<file path="config.mk">
export PLATFORM = sky130hd
export DESIGN_NAME = fetch_pc_unit_flat
export DESIGN_NICKNAME = d
export VERILOG_FILES = /design/src/rtl/if_pkg.sv /design/src/rtl/fetch_pc_unit_if.sv /design/src/rtl/if_id_reg.sv /design/src/rtl/fetch_pc_unit.sv /design/src/flat_wrapper.sv
export SDC_FILE = /design/constraint.sdc
export NUM_CORES = 1
export LEC_CHECK = 0
export BUFFER_PORTS_ARGS = -buffer_cell sky130_fd_sc_hd__buf_2
export CORE_ASPECT_RATIO = 1.25
export CORE_MARGIN = 2
export CORE_UTILIZATION = 49
export CTS_CLUSTER_DIAMETER = 120
export DETAILED_ROUTE_END_ITERATION = 6
export MAX_ROUTING_LAYER = met4
export PLACE_DENSITY = 0.81
export SETUP_SLACK_MARGIN = 0.3
export SLEW_MARGIN = 20
export SYNTH_ARGS = -nofsm -noshare
export SYNTH_HDL_FRONTEND = slang
export SYNTH_SLANG_ARGS = --single-unit
export TNS_END_PERCENT = 100
</file>
<file path="constraint.sdc">
create_clock -name clk -period 3 [get_ports clk]
set_input_delay 0.15 -clock clk [delete_from_list [all_inputs] [get_ports clk]]
set_output_delay 0.15 -clock clk [all_outputs]
set_load 0.02 [all_outputs]
</file>
<file path="src/rtl/if_pkg.sv">
// rtl/if_pkg.sv - shared IF-stage types and constants
package if_pkg;

  typedef enum logic [1:0] {
    ST_BOOT = 2'd0,
    ST_RUN  = 2'd1,
    ST_HALT = 2'd2
  } if_state_e;

  localparam int FETCH_BYTES = 8;
  localparam int INSTR_BYTES = 4;
  localparam int IF_PC_W     = 32;

  typedef struct packed {
    logic [31:0]        instr1;
    logic [31:0]        instr2;
    logic [IF_PC_W-1:0] pc;
    logic               valid1;
    logic               valid2;
  } if_id_t;

endpackage

</file>
<file path="src/rtl/fetch_pc_unit_if.sv">
// rtl/fetch_pc_unit_if.sv - fetch unit control, memory and IF/ID bundle
interface fetch_pc_unit_if #(
  parameter int PC_W = 32
);

  logic            stall_i;
  logic            redirect_i;
  logic [PC_W-1:0] redirect_pc_i;
  logic [31:0]     instruction1_i;
  logic [31:0]     instruction2_i;
  logic [PC_W-1:0] program_counter_o;
  logic [31:0]     if_id_instr1_o;
  logic [31:0]     if_id_instr2_o;
  logic [PC_W-1:0] if_id_pc_o;
  logic            if_id_valid1_o;
  logic            if_id_valid2_o;
  logic            halted_o;

  modport master (
    output stall_i, redirect_i, redirect_pc_i, instruction1_i, instruction2_i,
    input  program_counter_o, if_id_instr1_o, if_id_instr2_o, if_id_pc_o,
    input  if_id_valid1_o, if_id_valid2_o, halted_o
  );

  modport slave (
    input  stall_i, redirect_i, redirect_pc_i, instruction1_i, instruction2_i,
    output program_counter_o, if_id_instr1_o, if_id_instr2_o, if_id_pc_o,
    output if_id_valid1_o, if_id_valid2_o, halted_o
  );

endinterface

</file>
<file path="src/rtl/if_id_reg.sv">
// rtl/if_id_reg.sv - IF/ID pipeline register with load, flush and hold
module if_id_reg
  import if_pkg::*;
#(
  parameter int PC_W = 32
) (
  input  logic            clk,
  input  logic            rst_n,
  input  logic            load_i,
  input  logic            flush_i,
  input  logic [31:0]     instr1_i,
  input  logic [31:0]     instr2_i,
  input  logic [PC_W-1:0] pc_i,
  input  logic            valid2_i,
  output if_id_t          bundle_o
);

  if_id_t bundle_d;
  if_id_t bundle_q;

  // Flush only drops the valids; payload fields keep their last value.
  always_comb begin
    bundle_d = bundle_q;
    if (load_i) begin
      bundle_d.instr1 = instr1_i;
      bundle_d.instr2 = instr2_i;
      bundle_d.pc     = IF_PC_W'(pc_i);
      bundle_d.valid1 = 1'b1;
      bundle_d.valid2 = valid2_i;
    end else if (flush_i) begin
      bundle_d.valid1 = 1'b0;
      bundle_d.valid2 = 1'b0;
    end
  end

  always_ff @(posedge clk or negedge rst_n) begin
    if (!rst_n) begin
      bundle_q <= '0;
    end else begin
      bundle_q <= bundle_d;
    end
  end

  assign bundle_o = bundle_q;

endmodule

</file>
<file path="src/rtl/fetch_pc_unit.sv">
// rtl/fetch_pc_unit.sv - IF-stage program counter, fetch FSM and IF/ID capture
module fetch_pc_unit
  import if_pkg::*;
#(
  parameter int IMEM_BYTES = 128,
  parameter int RESET_PC   = 0,
  parameter int PC_W       = 32
) (
  input  logic            clk,
  input  logic            btnc_i,
  fetch_pc_unit_if.slave  bus
);

  if_state_e       state_d;
  if_state_e       state_q;
  logic [PC_W-1:0] pc_d;
  logic [PC_W-1:0] pc_q;

  logic [PC_W-1:0] redirect_target;
  logic [PC_W-1:0] pc_plus_fetch;
  logic            pc_in_range;
  logic            slot2_in_range;
  logic            load;
  logic            flush;
  logic            halted;
  if_id_t          if_id;

  assign redirect_target = bus.redirect_pc_i & ~PC_W'(INSTR_BYTES - 1);
  assign pc_plus_fetch   = pc_q + PC_W'(FETCH_BYTES);
  // Range checks use the registered PC so the halt decision precedes any increment.
  assign pc_in_range     = pc_q < PC_W'(IMEM_BYTES);
  assign slot2_in_range  = pc_plus_fetch <= PC_W'(IMEM_BYTES);

  always_ff @(posedge clk or negedge btnc_i) begin
    if (!btnc_i) begin
      state_q <= ST_BOOT;
      pc_q    <= PC_W'(RESET_PC);
    end else begin
      state_q <= state_d;
      pc_q    <= pc_d;
    end
  end

  always_comb begin
    state_d = state_q;
    pc_d    = pc_q;
    unique case (state_q)
      ST_BOOT: begin
        state_d = ST_RUN;
        if (bus.redirect_i) pc_d = redirect_target;
      end
      ST_RUN: begin
        if (bus.redirect_i) begin
          pc_d = redirect_target;
        end else if (!bus.stall_i) begin
          if (pc_in_range) pc_d = pc_plus_fetch;
          else             state_d = ST_HALT;
        end
      end
      ST_HALT: begin
        if (bus.redirect_i) begin
          pc_d    = redirect_target;
          state_d = ST_RUN;
        end
      end
      default: begin
        state_d = ST_BOOT;
      end
    endcase
  end

  always_comb begin
    load   = 1'b0;
    flush  = 1'b0;
    halted = 1'b0;
    unique case (state_q)
      ST_RUN: begin
        if (bus.redirect_i) begin
          flush = 1'b1;
        end else if (!bus.stall_i) begin
          load  = pc_in_range;
          flush = !pc_in_range;
        end
      end
      ST_HALT: begin
        halted = 1'b1;
        flush  = 1'b1;
      end
      default: begin
        load = 1'b0;
      end
    endcase
  end

  if_id_reg #(
    .PC_W(PC_W)
  ) u_if_id_reg (
    .clk      (clk),
    .rst_n    (btnc_i),
    .load_i   (load),
    .flush_i  (flush),
    .instr1_i (bus.instruction1_i),
    .instr2_i (bus.instruction2_i),
    .pc_i     (pc_q),
    .valid2_i (slot2_in_range),
    .bundle_o (if_id)
  );

  assign bus.program_counter_o = pc_q;
  assign bus.if_id_instr1_o    = if_id.instr1;
  assign bus.if_id_instr2_o    = if_id.instr2;
  assign bus.if_id_pc_o        = PC_W'(if_id.pc);
  assign bus.if_id_valid1_o    = if_id.valid1;
  assign bus.if_id_valid2_o    = if_id.valid2;
  assign bus.halted_o          = halted;

endmodule

</file>
<file path="src/flat_wrapper.sv">
// flat-port wrapper written by rule: the top's interface ports become plain ports
module fetch_pc_unit_flat import if_pkg::*;
#(
  parameter int IMEM_BYTES = 128,
  parameter int RESET_PC   = 0,
  parameter int PC_W       = 32
)
  (clk, btnc_i, bus_stall_i, bus_redirect_i, bus_redirect_pc_i, bus_instruction1_i, bus_instruction2_i, bus_program_counter_o, bus_if_id_instr1_o, bus_if_id_instr2_o, bus_if_id_pc_o, bus_if_id_valid1_o, bus_if_id_valid2_o, bus_halted_o);
  fetch_pc_unit_if #(.PC_W(PC_W)) bus_i ();
  input  logic clk;
  input  logic btnc_i;
  input wire logic [$bits(bus_i.stall_i)-1:0] bus_stall_i;
  input wire logic [$bits(bus_i.redirect_i)-1:0] bus_redirect_i;
  input wire logic [$bits(bus_i.redirect_pc_i)-1:0] bus_redirect_pc_i;
  input wire logic [$bits(bus_i.instruction1_i)-1:0] bus_instruction1_i;
  input wire logic [$bits(bus_i.instruction2_i)-1:0] bus_instruction2_i;
  output wire logic [$bits(bus_i.program_counter_o)-1:0] bus_program_counter_o;
  output wire logic [$bits(bus_i.if_id_instr1_o)-1:0] bus_if_id_instr1_o;
  output wire logic [$bits(bus_i.if_id_instr2_o)-1:0] bus_if_id_instr2_o;
  output wire logic [$bits(bus_i.if_id_pc_o)-1:0] bus_if_id_pc_o;
  output wire logic [$bits(bus_i.if_id_valid1_o)-1:0] bus_if_id_valid1_o;
  output wire logic [$bits(bus_i.if_id_valid2_o)-1:0] bus_if_id_valid2_o;
  output wire logic [$bits(bus_i.halted_o)-1:0] bus_halted_o;
  assign bus_i.stall_i = bus_stall_i;
  assign bus_i.redirect_i = bus_redirect_i;
  assign bus_i.redirect_pc_i = bus_redirect_pc_i;
  assign bus_i.instruction1_i = bus_instruction1_i;
  assign bus_i.instruction2_i = bus_instruction2_i;
  assign bus_program_counter_o = bus_i.program_counter_o;
  assign bus_if_id_instr1_o = bus_i.if_id_instr1_o;
  assign bus_if_id_instr2_o = bus_i.if_id_instr2_o;
  assign bus_if_id_pc_o = bus_i.if_id_pc_o;
  assign bus_if_id_valid1_o = bus_i.if_id_valid1_o;
  assign bus_if_id_valid2_o = bus_i.if_id_valid2_o;
  assign bus_halted_o = bus_i.halted_o;
  fetch_pc_unit #(.IMEM_BYTES(IMEM_BYTES), .RESET_PC(RESET_PC), .PC_W(PC_W)) u_core (.clk(clk), .btnc_i(btnc_i), .bus(bus_i));
endmodule
</file>
# --- Word-level counts from Yosys, hierarchy flattened ---
# Cells that the tools add are included.
op_classes:
  n_addsub: 1
  n_lt_le_gt_ge: 2
  eq_ne: 9
  mux: 19
  reduce_logical: 7
ops:
  columns: ["operator", "count"]
  rows:
  - ["$mux W32", 4]
  - ["$pmux W32 S2", 1]
  - ["$add A32 B4 Y32 const B", 1]
  - ["$le A32 B8 Y1 const B", 1]
  - ["$lt A32 B8 Y1 const B", 1]
  - ["$mux W2", 6]
  - ["$ne A2 B2 Y1 const B", 4]
  - ["$reduce_and A4 Y1", 2]
  - ["$mux W1", 6]
  - ["$pmux W2 S3", 1]
  - ["$reduce_bool A2 Y1", 2]
  - ["$ne A3 B2 Y1 const B", 1]
  - ["$ne A3 B3 Y1 const B", 1]
  - ["$eq A2 B1 Y1 const B", 1]
  - ["$eq A2 B2 Y1 const B", 1]
  - ["$logic_not A2 Y1", 1]
  - ["$ne A2 B1 Y1 const B", 1]
  - ["$pmux W1 S2", 1]
  - ["$reduce_or A2 Y1", 1]
  - ["$logic_not A1 Y1", 1]
word_totals:
  reg_bits: 132
  in_bits: 100
  output_inout_bits: 131
  word_cells: 45

# --- Longest topological paths before layout ---
# Gate-level depths: netlist of run 1.
logic_depth:
  word_depth: 7
  mapped_depth: 8
  ltp_nobuf: 7

# --- Cells and area by module ---
# From an unflattened synthesis of run 1, not the netlist that was laid out.
unflattened:
  hier_cells: 564
  area_unflattened_um2: 6482.5
modules_own_cells:
  columns: ["mod", "n_inst", "cells_per_inst", "area_per_inst_um2"]
  rows:
  - ["if_id_reg", 1, 209, 3657.3]
  - ["fetch_pc_unit", 1, 355, 2825.2]

# --- Worst setup path after synthesis of run 1 ---
# Ideal clock, no wire load.
synth_timing:
  path_kind: "flip-flop to flip-flop"
  from: "register u_core.pc_q[7], in the netlist u_core.bus.program_counter_o[7]"
  to: "register u_core.u_if_id_reg.bundle_q (netlist bit u_core.u_if_id_reg.bundle_o[61])"
  arrival_ps: 2119
  path_slack_ps: 753
  path_stages_with_launch: 8
  n_path_buf: 3
  period_less_slack_ps: 2247
  path_cell_list: "dfrtp_1 > buf_2 > nor4_2 > nand3_2 > nor4_4 > buf_2 > buf_4 > mux2_1"
synth_between:
  elab_chain_cells: 4
synth_rtl:
  columns: ["element", "line", "text"]
  rows:
  - ["start: declaration", "fetch_pc_unit.sv:17", "logic [PC_W-1:0] pc_q;"]
  - ["start signal: assignment", "fetch_pc_unit.sv:37", "pc_q <= PC_W'(RESET_PC);"]
  - ["start signal: assignment", "fetch_pc_unit.sv:40", "pc_q <= pc_d;"]
  - ["$lt A32 B8 Y1", "fetch_pc_unit.sv:31", "assign pc_in_range = pc_q < PC_W'(IMEM_BYTES);"]
  - ["$mux W1", "fetch_pc_unit.sv:80", "end else if (!bus.stall_i) begin"]
  - ["$mux W1", "fetch_pc_unit.sv:78", "if (bus.redirect_i) begin"]
  - ["$mux W1", "fetch_pc_unit.sv:76", "unique case (state_q)"]
  - ["end signal: assignment", "if_id_reg.sv:40", "bundle_q <= bundle_d;"]
  - ["end: declaration", "if_id_reg.sv:19", "if_id_t bundle_q;"]
# Every way passes these cells.
# A chain may end at the register's enable or synchronous reset.

# --- Worst setup path in the final report of run 1 ---
layout_timing:
  from: "register u_core.pc_q[27], in the netlist u_core.bus.program_counter_o[27]"
  to: "register u_core.pc_q[24], in the netlist u_core.bus.program_counter_o[24]"
layout_between:
  elab_chain_cells: 3
layout_rtl:
  columns: ["element", "line"]
  rows:
  - ["$lt A32 B8 Y1", "fetch_pc_unit.sv:31"]
  - ["$ne A3 B2 Y1 (no line)", null]
  - ["$reduce_and A4 Y1 (no line)", null]
# Every way passes these cells.

==> metrics.txt, run 1 <==
Finish-stage setup viols 0; Commonest cells post-synth dfrtp_1, mux2_2, o21ai_0; Hold Path Class primary input to flop; number of nets still failing antenna checks after routing 0; # diodes 0; worst setup slack after layout 469 ps; max_cap viols 0; starting density of the core 0.501; CTS tree built; Post-Synth Simple-Gate Area 0.130; WP data arrival 2840 ps; Seq/Total Area, Yosys 0.550; gr usage total 0.284; adder-cell area share of the yosys netlist 0.0107; Synth-to-Final Area Change 44.0%; Slew headroom 0.463; post-synth cell types 53; WS Path Type flop to flop; GRT overflow 0; number of synthesized flops with an enable pin 0; CTS resizes 0; cells after synthesis 494; Die X 101 um; Main synth FF type dfrtp_1; Startpoint Class flop; power per cell area 780 nW/um^2; Synth Cell Area 5820 um^2; FF+latch count, synth 128; sequential cell area 3200 um^2; pin count of the biggest net entering global routing 85; Total Nets Final 889; count leader, synth dfrtp_1; Critical path buffers and inverters 1; worst-path cell chain nor4_1 > nand3_2 > o311a_1 > buf_4 > or3_1 > a22oi_1; pre-CTS setup slack 523 ps; drt first pass iters 5; Yosys top cell by area dfrtp_1; Vias per Instance 5.61; Die Ht 126 um; Compound-Gate Fraction of Synth Area 0.135; fin. max-slew vios 0; row count 44; crit-path max cell delay 550 ps; minimum clock period after layout 2530 ps; Multi-input gate area 2420 um^2; Worst Setup End Kind flop; Critical Path Slowest Stage Cell o311a_1; Fill cells 780; DRT Wirelength 17500 um; maximum operating frequency 395 MHz; clock transition at the registers of the reported paths 60 ps; ys async rst share 1.00; wire per inst 18.2 um; CTS buffer count 17; synthesized area per cell 11.8 um^2; largest family of logic cells by synthesized area multiplexers; via count 5374; cell family with most CP delay simple AND/OR/NAND/NOR gates; # IOs 231; RSZ-0062 raised after global routing false; initial antenna violation count 0; Post-Synth XOR/XNOR Area 0; H-tree depth 4; Area contributors post-synth dfrtp_1, mux2_2, o21ai_0, nor2b_1, mux2_1; yosys synthesis warning count 0; first-pass GRT wire length 27400 um; LEAKAGE 4.38 nW; Clk Latency, worst-skew pair 410 ps; Final period util 0.844; Remaining DRCs 0; CTS max path bufs 2; die area 12800 um^2; peak supply drop 0.000546 V; Clock Skew 16.4 ps; # clock sinks 128; share of cells above drive strength 1 0.430; Final Hold Viols 0; setup TNS after final layout 0 ps; GP Congestion 0.905; CP required 3310 ps; vias in the first global route 5444; setup bufs post-CTS 0; multiplexer share of the synthesized area 0.137; run status completed; initial DRC count 367; hold buffers post-CTS 66; Slew @ Worst Pin 806 ps; Root Buffer clkbuf_16; Detail Placement HPWL 11000 um; top cell type's share of synthesized area 0.550; CP Max Fanout 14; core area 11600 um^2; Buffers on Ports 224
-- cell type report --
class                      instances  share of cell area
timing repair buffer             304               0.228
tap                              161              0.0240
clock buffer                      18              0.0524
clock inverter                    14              0.0203
multi-input combinational        325               0.289
sequential                       128               0.382
inverter                           8             0.00358
-- state kept, by name, indices dropped and copies added, names as in the netlist --
register	cells
u_core.u_if_id_reg.bundle_o	96
u_core.state_q	2
u_core.bus.program_counter_o	30
-- cells in the final DEF, fill, tap and decap left out, drive strengths merged, types with 7 or more instances in the layout --
cell	instances
a21oi	14
a2bb2oi	11
a31oi	12
buf	238
clkbuf	18
dfrtp	128
dlygate4sd3	66
inv	15
mux2	69
nand2	27
nand3	14
nand4	13
nor2	21
nor2b	25
nor3	10
nor4	9
o21ai	32
o22ai	7
o31ai	7
-- cell families after synthesis --
| logic type | Yosys count |
|---|---|
| muxes | 71 |
| DFF | 128 |
| buffers and inverters | 44 |
| other | 1 |
| and+or+nand+nor | 130 |
| AOI/OAI and AO/OA | 115 |
| adders and majority gates | 5 |
-- power by group --
group,internal (mW),total [mW],switching [mW]
sequential,1.94,2.38,0.439
combinational,0.800,2.04,1.24
clock,1.28,2.11,0.834
-- tightest hold or removal path, stage by stage --
cell,delay (ps)
buf_2,80
a2bb2oi_1,40
o21ai_0,130
-- path summary, 6_finish.rpt --
kind	start	end	slack, ps	cells after the start
min reg2reg	u_core.u_if_id_reg.bundle_o[69]	u_core.u_if_id_reg.bundle_o[69]	480	1
min in group asynchronous	btnc_i	u_core.bus.program_counter_o[22]	360	2
max reg2reg	u_core.bus.program_counter_o[27]	u_core.bus.program_counter_o[24]	470	6
max	u_core.bus.program_counter_o[27]	u_core.bus.program_counter_o[24]	470	6
min	bus_redirect_pc_i[12]	u_core.bus.program_counter_o[12]	30	3
max in group asynchronous	btnc_i	u_core.u_if_id_reg.bundle_o[6]	1800	3
-- routing by layer --
| metal | share of wire | global-route usage | vias up |
|---|---|---|---|
| li1 | - | - | 2402 |
| met1 | 0.38 | 0.323 | 2597 |
| met2 | 0.50 | 0.457 | 299 |
| met3 | 0.073 | 0.0744 | 76 |
| met4 | 0.047 | 0.145 | 0 |
| met5 | 0 | - | - |
-- stage by stage --
step / cells / power, mW / instance area, um^2 / hold slack (ps) / utilization
2_1_floorplan: 497 / 3.62 / 5830 / -146 / -
4_1_cts: 958 / 6.51 / 8380 / 18.0 / 0.721
3_3_place_gp: 860 / 4.23 / 7110 / 246 / 0.612
5_1_grt: 958 / 6.85 / 8380 / 61.1 / 0.721
3_5_place_dp: 860 / 4.32 / 7110 / 270 / 0.612
6_report: 958 / 6.53 / 8380 / 28.0 / 0.721
Note: power is estimated with default switching activity, not from simulation.
==> inputs of run 2 (changes only) <==
- CORE_UTILIZATION: 49 -> 44
- PLACE_DENSITY: 0.81 -> 0.76
- clock period: 3 -> 2.1 ns (I/O delays scaled with it)
==> run 2 against run 1 <==
Effect of this change:
- the flow now finishes with violations (negative setup slack)
- register-to-register slack worse by 570 ps
- cell count is 9.3% higher
- power is 67% higher
- die area is 11% higher
- fmax is 15% higher
- combinational power is 140% higher
- critical path depth is 1 higher
- clock skew is 5.5 ps lower
- non-clock buffer count is 79 higher
- worst hold slack worse by 21 ps
- utilization is 1.8 points higher
- largest cell class unchanged
==> metrics.txt, run 2 (synthesized netlist as in run 1, its figures left out) <==
Final Hold Viols 0; peak supply drop 0.000836 V; first-pass GRT wire length 30700 um; die area 14200 um^2; CTS max path bufs 2; minimum clock period after layout 2200 ps; GRT overflow 0; Vias per Instance 5.48; Slew headroom 0.641; commonest non-fill, non-tap cell in the layout buf_2; initial DRC count 379; RSZ-0062 raised after global routing true; WP data arrival 2490 ps; vias in the first global route 5969; Die Ht 133 um; share of cells above drive strength 1 0.543; drt first pass iters 5; initial antenna violation count 0; max reg flops 96; Die X 107 um; Synth-to-Final Area Change 66.5%; setup TNS after final layout -4520 ps; CP required 2390 ps; max_cap viols 0; most frequent cells in the layout buf_2, dfrtp_1, dlygate4sd3_1; wire per inst 19.1 um; failing checks negative setup slack; power per cell area 1130 nW/um^2; via count 5734; Buffers on Ports 224; Finish-stage setup viols 72; pre-CTS setup slack -66.9 ps; run status complete, but fails checks; worst setup slack after layout -100 ps; number of nets still failing antenna checks after routing 0; crit-path max cell delay 440 ps; CTS tree built; Clock Skew 10.9 ps; Final period util 1.05; clock transition at the registers of the reported paths 70 ps; maximum operating frequency 455 MHz; Clk Latency, worst-skew pair 420 ps; Root Buffer clkbuf_16; WS Path Type flop to flop; # diodes 0; row count 47; Detail Placement HPWL 12600 um; fin. max-slew vios 0; worst-path cell chain nor4_4 > nand3_2 > buf_6 > nor4_4 > buf_12 > buf_12 > mux2_2; Remaining DRCs 0; Critical Path Slowest Stage Cell dfrtp_1; starting density of the core 0.444; gr usage total 0.285; Startpoint Class flop; CP Max Fanout 24; Worst Setup End Kind flop; GP Congestion 0.935; Total Nets Final 968; Design Power 10.9 mW; Hold Path Class primary input to flop; core area 13100 um^2; LEAKAGE 4.87 nW; DRT Wirelength 20000 um; # IOs 231; final core occ 0.739; # clock sinks 128; CTS buffer count 17; pin count of the biggest net entering global routing 52; H-tree depth 4; Slew @ Worst Pin 539 ps
[run 2: cell count changes in the layout (fill, tap and decap cells not counted), sizes merged]
cell	previous run	this run
bufinv	2	0
clkinvlp	2	3
clkinv	3	5
buf	238	306
clkbuf	18	19
dlygate4sd3	66	75
[run 2: per-stage QoR]
step | area (um^2) | hold WS, ps | cells
floorplan | 6010 | -191 | 497
global placement | 7760 | 98.5 | 923
detailed placement | 7760 | 108 | 923
CTS | 9360 | 2.10 | 1036
global route | 9690 | 20.1 | 1047
finish | 9690 | 6.82 | 1047
[run 2: where the power goes]
group          internal (mW)  switching (mW)  total, mW
registers               2.80           0.344       3.15
logic                   2.20            2.75       4.94
clock network           1.57            1.26       2.83
[run 2: area by class of cell]
cell class	count	area, um^2
fillers	817	3420
flip-flops and latches	128	3220
multi-input cells	325	2850
repair buffers	383	2800
clock buffers	17	425
well taps	171	214
clock inverters	15	148
inverters	8	30.0
[run 2: what timing repair did]
action	CTS	global route
gates resized for setup	39	48
hold buffers	75	0
setup buffers	4	8
pin swaps	12	8
endpoints found under the hold margin	108	0
endpoints found under the setup margin	124	125
cloned	2	3
[run 2: layer usage]
metal | vias up | track usage | part of all wire
met2 | 331 | 0.492 | 0.53
met1 | 2808 | 0.319 | 0.36
met3 | 51 | 0.0660 | 0.080
met5 | - | - | 0
li1 | 2544 | - | -
met4 | 0 | 0.112 | 0.030
[run 2: critical path: cells and delay by family (launching register included)]
family                 cells  cell delay, ps
flip-flops                 1             440
buffers and inverters      3             510
multiplexers               1             370
AND/OR/NAND/NOR            3             770
[run 2: path summary, 6_finish.rpt]
| kind | to | slack, ps | depth (start not counted) | startpoint |
|---|---|---|---|---|
| worst max-delay path | u_core.u_if_id_reg.bundle_o[85] | -100 | 7 | u_core.bus.program_counter_o[8] |
| worst min-delay path | u_core.bus.program_counter_o[22] | 7 | 3 | bus_redirect_pc_i[22] |
| worst max register to register | u_core.u_if_id_reg.bundle_o[85] | -100 | 7 | u_core.bus.program_counter_o[8] |
| worst min register to register | u_core.u_if_id_reg.bundle_o[1] | 490 | 1 | u_core.u_if_id_reg.bundle_o[1] |
| max in group asynchronous | u_core.u_if_id_reg.bundle_o[53] | 1220 | 3 | btnc_i |
| min in group asynchronous | u_core.u_if_id_reg.bundle_o[69] | 230 | 2 | btnc_i |
